--- config.mk ---
export PLATFORM = sky130hd
export DESIGN_NAME = s_machine_control_unit
export DESIGN_NICKNAME = d
export VERILOG_FILES = /design/src/rtl/s_machine_control_unit.sv
export SDC_FILE = /design/constraint.sdc
export NUM_CORES = 1
export LEC_CHECK = 0
export ABC_CLOCK_PERIOD_IN_PS = 3100
export BUFFER_PORTS_ARGS = -buffer_cell sky130_fd_sc_hd__buf_2
export CORE_MARGIN = 2
export CORE_UTILIZATION = 30
export DETAILED_ROUTE_END_ITERATION = 10
export HOLD_SLACK_MARGIN = 0.15
export PLACE_DENSITY = 0.66
export REMOVE_ABC_BUFFERS = 1
export SLEW_MARGIN = 20
export SYNTH_ARGS = -nofsm -noshare
export SYNTH_HDL_FRONTEND = slang
export SYNTH_SLANG_ARGS = --single-unit
--- constraint.sdc ---
create_clock -name clk -period 3.1 [get_ports clk]
set_input_delay 0.155 -clock clk [delete_from_list [all_inputs] [get_ports clk]]
set_output_delay 0.155 -clock clk [all_outputs]
set_load 0.01 [all_outputs]
--- src/rtl/s_machine_control_unit.sv ---
// S-Machine fetch/decode/execute sequencer.
// Owns PC/IR and arbitrates one memory port between fetch and LD/ST.
module s_machine_control_unit #(
  parameter int                ADDR_W   = 8,
  parameter int                INSTR_W  = 16,
  parameter logic [ADDR_W-1:0] PC_RESET = 8'h00
) (
  input  logic               clk,
  input  logic               reset_n,
  input  logic               enable,
  input  logic               mem_ready,
  input  logic [INSTR_W-1:0] mem_rdata,
  output logic               mem_req,
  output logic               mem_we,
  output logic [ADDR_W-1:0]  mem_addr,
  output logic [ADDR_W-1:0]  pc,
  output logic [INSTR_W-1:0] ir,
  output logic [3:0]         alu_op,
  output logic [1:0]         rd,
  output logic [1:0]         rs,
  output logic [7:0]         imm,
  output logic               reg_we,
  output logic               flag_we,
  output logic               retire,
  output logic               busy
);

  typedef enum logic [2:0] {
    IDLE,
    FETCH,
    DECODE,
    EXEC,
    MEM
  } state_t;

  state_t              r_state;
  state_t              w_next;
  logic [ADDR_W-1:0]   r_pc;
  logic [INSTR_W-1:0]  r_ir;
  logic                w_ir_ld;
  logic                w_pc_inc;
  logic                w_pc_br;
  logic [3:0]          w_op;
  logic                w_is_st;
  logic                w_is_mem;
  logic                w_is_cmp;
  logic                w_is_br;

  assign w_op     = r_ir[15:12];
  assign w_is_st  = (w_op == 4'h7);
  assign w_is_mem = (w_op == 4'h7) || (w_op == 4'h8);
  assign w_is_cmp = (w_op == 4'hB);
  assign w_is_br  = (w_op == 4'hF);

  always_ff @(posedge clk or negedge reset_n) begin
    if (!reset_n) begin
      r_state <= IDLE;
      r_pc    <= PC_RESET;
      r_ir    <= '0;
    end else begin
      r_state <= w_next;
      if (w_ir_ld) r_ir <= mem_rdata;
      if (w_pc_inc) r_pc <= r_pc + 1'b1;
      else if (w_pc_br) r_pc <= ADDR_W'(r_ir[7:0]);
    end
  end

  always_comb begin
    w_next   = r_state;
    mem_req  = 1'b0;
    mem_we   = 1'b0;
    mem_addr = '0;
    reg_we   = 1'b0;
    flag_we  = 1'b0;
    retire   = 1'b0;
    w_ir_ld  = 1'b0;
    w_pc_inc = 1'b0;
    w_pc_br  = 1'b0;
    unique case (r_state)
      IDLE: begin
        if (enable) w_next = FETCH;
      end
      FETCH: begin
        mem_req  = 1'b1;
        mem_addr = r_pc;
        if (mem_ready) begin
          w_ir_ld  = 1'b1;
          w_pc_inc = 1'b1;
          w_next   = DECODE;
        end
      end
      DECODE: begin
        w_next = EXEC;
      end
      EXEC: begin
        unique case (1'b1)
          w_is_mem: w_next = MEM;
          w_is_cmp: begin
            flag_we = 1'b1;
            retire  = 1'b1;
          end
          w_is_br: begin
            w_pc_br = 1'b1;
            retire  = 1'b1;
          end
          default: begin
            reg_we = 1'b1;
            retire = 1'b1;
          end
        endcase
        if (retire) w_next = enable ? FETCH : IDLE;
      end
      MEM: begin
        mem_req  = 1'b1;
        mem_we   = w_is_st;
        mem_addr = ADDR_W'(r_ir[7:0]);
        // LD writes back the returned word in the ready cycle
        if (mem_ready) begin
          reg_we = !w_is_st;
          retire = 1'b1;
          w_next = enable ? FETCH : IDLE;
        end
      end
      default: w_next = IDLE;
    endcase
  end

  assign pc     = r_pc;
  assign ir     = r_ir;
  assign alu_op = r_ir[15:12];
  assign rd     = r_ir[11:10];
  assign rs     = r_ir[9:8];
  assign imm    = r_ir[7:0];
  assign busy   = (r_state != IDLE);

endmodule

==> qor.csv <==
stage,metric,value,unit
synth,yosysTopAreaCellShare,0.411,
clock_tree,tritoncts.num_buffers,3,
grt,initial_antenna_violation_count,0,
place,globalplace.congestion,0.775,
die,floorplan.initialDensity,0.316,
layout,synthToLayoutAreaGrowth,30.4,%
synth,synth.area.top_cells,"sky130_fd_sc_hd__dfrtp_1 41%, sky130_fd_sc_hd__nand2_1 12%, sky130_fd_sc_hd__buf_4 8.7%, sky130_fd_sc_hd__nor2_1 4.6%, sky130_fd_sc_hd__a22oi_1 3.7%",
layout,final_cell_mix,"73 x sky130_fd_sc_hd__buf_2, 54 x sky130_fd_sc_hd__nand2_1, 27 x sky130_fd_sc_hd__dfrtp_1, 20 x sky130_fd_sc_hd__nor2_1, 18 x sky130_fd_sc_hd__dlygate4sd3_1",
synth,yosys_most_used_dff,sky130_fd_sc_hd__dfrtp_1,
die,num_rows,26,
clock_tree,post-cts-setup-buffer-count,0,
timing,maxSlewHeadroom,0.522,
synth,yosys_warnings,0,
drt,drtAntennaViolNets,0,
grt,grtUsageTotal,0.148,
setup_path,timing.critical_path.arrival,1.96,ns
place,dpl.hpwl,3070,um
setup_path,ff2ff_setup_slack,1.12,ns
timing,layout_setup_ws,0.989,ns
die,floorplan.die.width,78.1,um
drt,drt_drc_violations_left,0,
drt,detailroute.via_count,1617,
timing,setup-tns-final,0,ns
setup_path,crit_path_end,mem_addr[1],
layout,final_core_util,0.412,
layout,design.final.nets,286,
clock_tree,h_tree_depth_reported_by_cts,1,
setup_path,critPathMaxFanout,11,
clock_tree,clockBufferDepth,2,
layout,layout_commonest_cell,sky130_fd_sc_hd__buf_2,
place,io_buffer_count,73,
layout,final_cell_count_no_fill,334,
pwr,power_leakage,1.11,nW
clock_tree,cts_root_buffer,sky130_fd_sc_hd__clkbuf_8,
setup_path,end_kind,output port,
layout,drive_gt1_frac,0.337,
layout,fillerInstances,553,
worst_hold_path,hold_crit_class,input pin to register,
pwr,max-vdd-ir-drop,0.000381,V
synth,number_of_cells_produced_by_synthesis,195,
setup_path,startpoint_of_the_worst_slack_reg_to_reg_timing_path,r_state[1]$_DFFE_PN0P_,
setup_path,r2r-end,pc[7]$_DFFE_PN0P_,
synth,netlist.top_cell.by_area,sky130_fd_sc_hd__dfrtp_1,
timing,setup_viol,0,
synth,synth_sequential_area_ratio,0.411,
timing,setup_repair_after_global_routing_missed_its_margin,no,
setup_path,timing.reg2reg.worst_path_depth,4,
clock_tree,cts_tree,built,
drt,detail_route.wirelength,4410,um
die,fp.dieArea,6090,um^2
synth,synth_edf_count,0,
clock_tree,clkSinkCount,27,
die,core_area,5200,um^2
pwr,p_per_area,961,nW/um^2
clock_tree,clock_latency_reported_for_the_late_side_of_the_worst_skew_pair,0.28,ns
drt,route.detailed.vias_per_inst,4.84,
clock_tree,postCtsResizedCells,0,
timing,fin_crit,2.11,ns
run,maxCapViolations,0,
synth,post_synth_num_cell_types,41,
drt,avgRoutedWirePerCell,13.2,um
grt,first_global_vias,1535,
clock_tree,path_clk_slew,0.09,ns
layout,n_antenna_cell,0,
die,ios,74,
setup_path,worst-endpoint-required,2.94,ns
grt,grt_overflow_total,0,
run_status,status,"complete, no violations",
setup_path,setup.worst_path.start_class,register,
timing,timing.fmax,474,MHz
place,placed_cells_incl_taps,312,
pwr,power.total,2.06,mW
synth,syn_area,1650,um^2
grt,grt_first_pass_wirelength,7230,um
timing,finalCritPeriodShare,0.681,
synth,flops_latches_synth,27,
timing,finClkSkew,0.00396,ns
die,floorplan.die.height,78.1,um
drt,drtPass1Iterations,4,
timing,worstMarginPinSlew,0.716,ns
timing,final-max-slew-violation-count,0,
setup_path,setup.worst_path.class,register to output port,
setup_path,critPathLaunch,r_state[2]$_DFFE_PN0P_,
synth,synth-async-reset-ratio,1.00,
grt,grt_start_max_net_pins,28,
timing,final-hold-violation-count,0,
drt,detailedRoute.firstIterationViolations,93,
place,detailedPlace.worstSlack,1.14,ns
synth,average_cell_area_after_synthesis,8.44,um^2
==> power breakdown <==
part	switching (mW)	internal [mW]
clock	0.111	0.0924
combinational	0.614	0.479
sequential	0.263	0.504
total	0.987	1.08
==> kinds of logic after synthesis <==
group | Yosys count | share of synthesized area
AOI/OAI and AO/OA | 32 | 0.146
adders and majority gates | 1 | 0.00760
buffers and inverters | 31 | 0.124
DFF | 27 | 0.411
muxes | 2 | 0.0129
and+or+nand+nor | 102 | 0.299
==> metrics by stage <==
stage / cell area [um^2] / hold slack (ns)
after floorplan: 1450 / -0.141
after global placement: 1920 / 0.205
after detailed placement: 1920 / 0.210
after CTS: 2150 / 0.160
after global routing: 2150 / 0.179
final: 2150 / 0.167
==> sequential cells by signal, summed over array words and instances (netlist names) <==
register	flops
ir	16
pc	8
r_state	3
==> timing repair <==
action | 4_1_cts | 5_1_grt
hold endpoints to repair | 44 | 0
setup endpoints to repair | 0 | 0
hold buffers | 18 | 0
==> layer usage <==
layer | GRT usage | vias up | wire length (um)
li1 | - | 789 | -
met1 | 0.195 | 757 | 1970
met2 | 0.241 | 63 | 2130
met3 | 0.0276 | 8 | 226
met4 | 0.0579 | 0 | 80
met5 | 0 | - | 0
==> worst min path at each step <==
stage | startpoint | to | depth (start not counted)
after floorplan | reset_n | ir[0]$_DFFE_PN0P_ | 0
after global placement | reset_n | r_state[2]$_DFFE_PN0P_ | 1
after detailed placement | reset_n | r_state[2]$_DFFE_PN0P_ | 1
after CTS | mem_ready | r_state[2]$_DFFE_PN0P_ | 2
after global routing | mem_ready | r_state[2]$_DFFE_PN0P_ | 2
final | mem_ready | r_state[2]$_DFFE_PN0P_ | 2
==> critical path, cell delays in order (launching register included) <==
cell	delay, ns
sky130_fd_sc_hd__dfrtp_1	0.53
sky130_fd_sc_hd__nor2b_1	0.64
sky130_fd_sc_hd__a22oi_1	0.19
sky130_fd_sc_hd__nor2_1	0.16
sky130_fd_sc_hd__buf_2	0.15
==> cell type report <==
cell class | count | area (um^2) | share of cell area
clock buffers | 4 | 45.0 | 0.0210
repair buffers | 93 | 561 | 0.261
flip-flops and latches | 27 | 676 | 0.315
well taps | 70 | 87.6 | 0.0408
multi-input cells | 137 | 766 | 0.357
inverters | 3 | 11.3 | 0.00525
==> cell usage after synthesis, types with 2 or more instances <==
cell,count
sky130_fd_sc_hd__o31ai_1,2
sky130_fd_sc_hd__nand4_1,2
sky130_fd_sc_hd__nand3_1,9
sky130_fd_sc_hd__nand2_1,54
sky130_fd_sc_hd__or3_1,2
sky130_fd_sc_hd__a21oi_1,5
sky130_fd_sc_hd__o21ai_1,5
sky130_fd_sc_hd__o22ai_1,2
sky130_fd_sc_hd__buf_2,7
sky130_fd_sc_hd__dfrtp_1,27
sky130_fd_sc_hd__inv_1,3
sky130_fd_sc_hd__a22oi_1,8
sky130_fd_sc_hd__nor2b_1,2
sky130_fd_sc_hd__nor3_1,3
sky130_fd_sc_hd__nor2_1,20
sky130_fd_sc_hd__buf_4,19
Power figures use the tool's default switching activity.
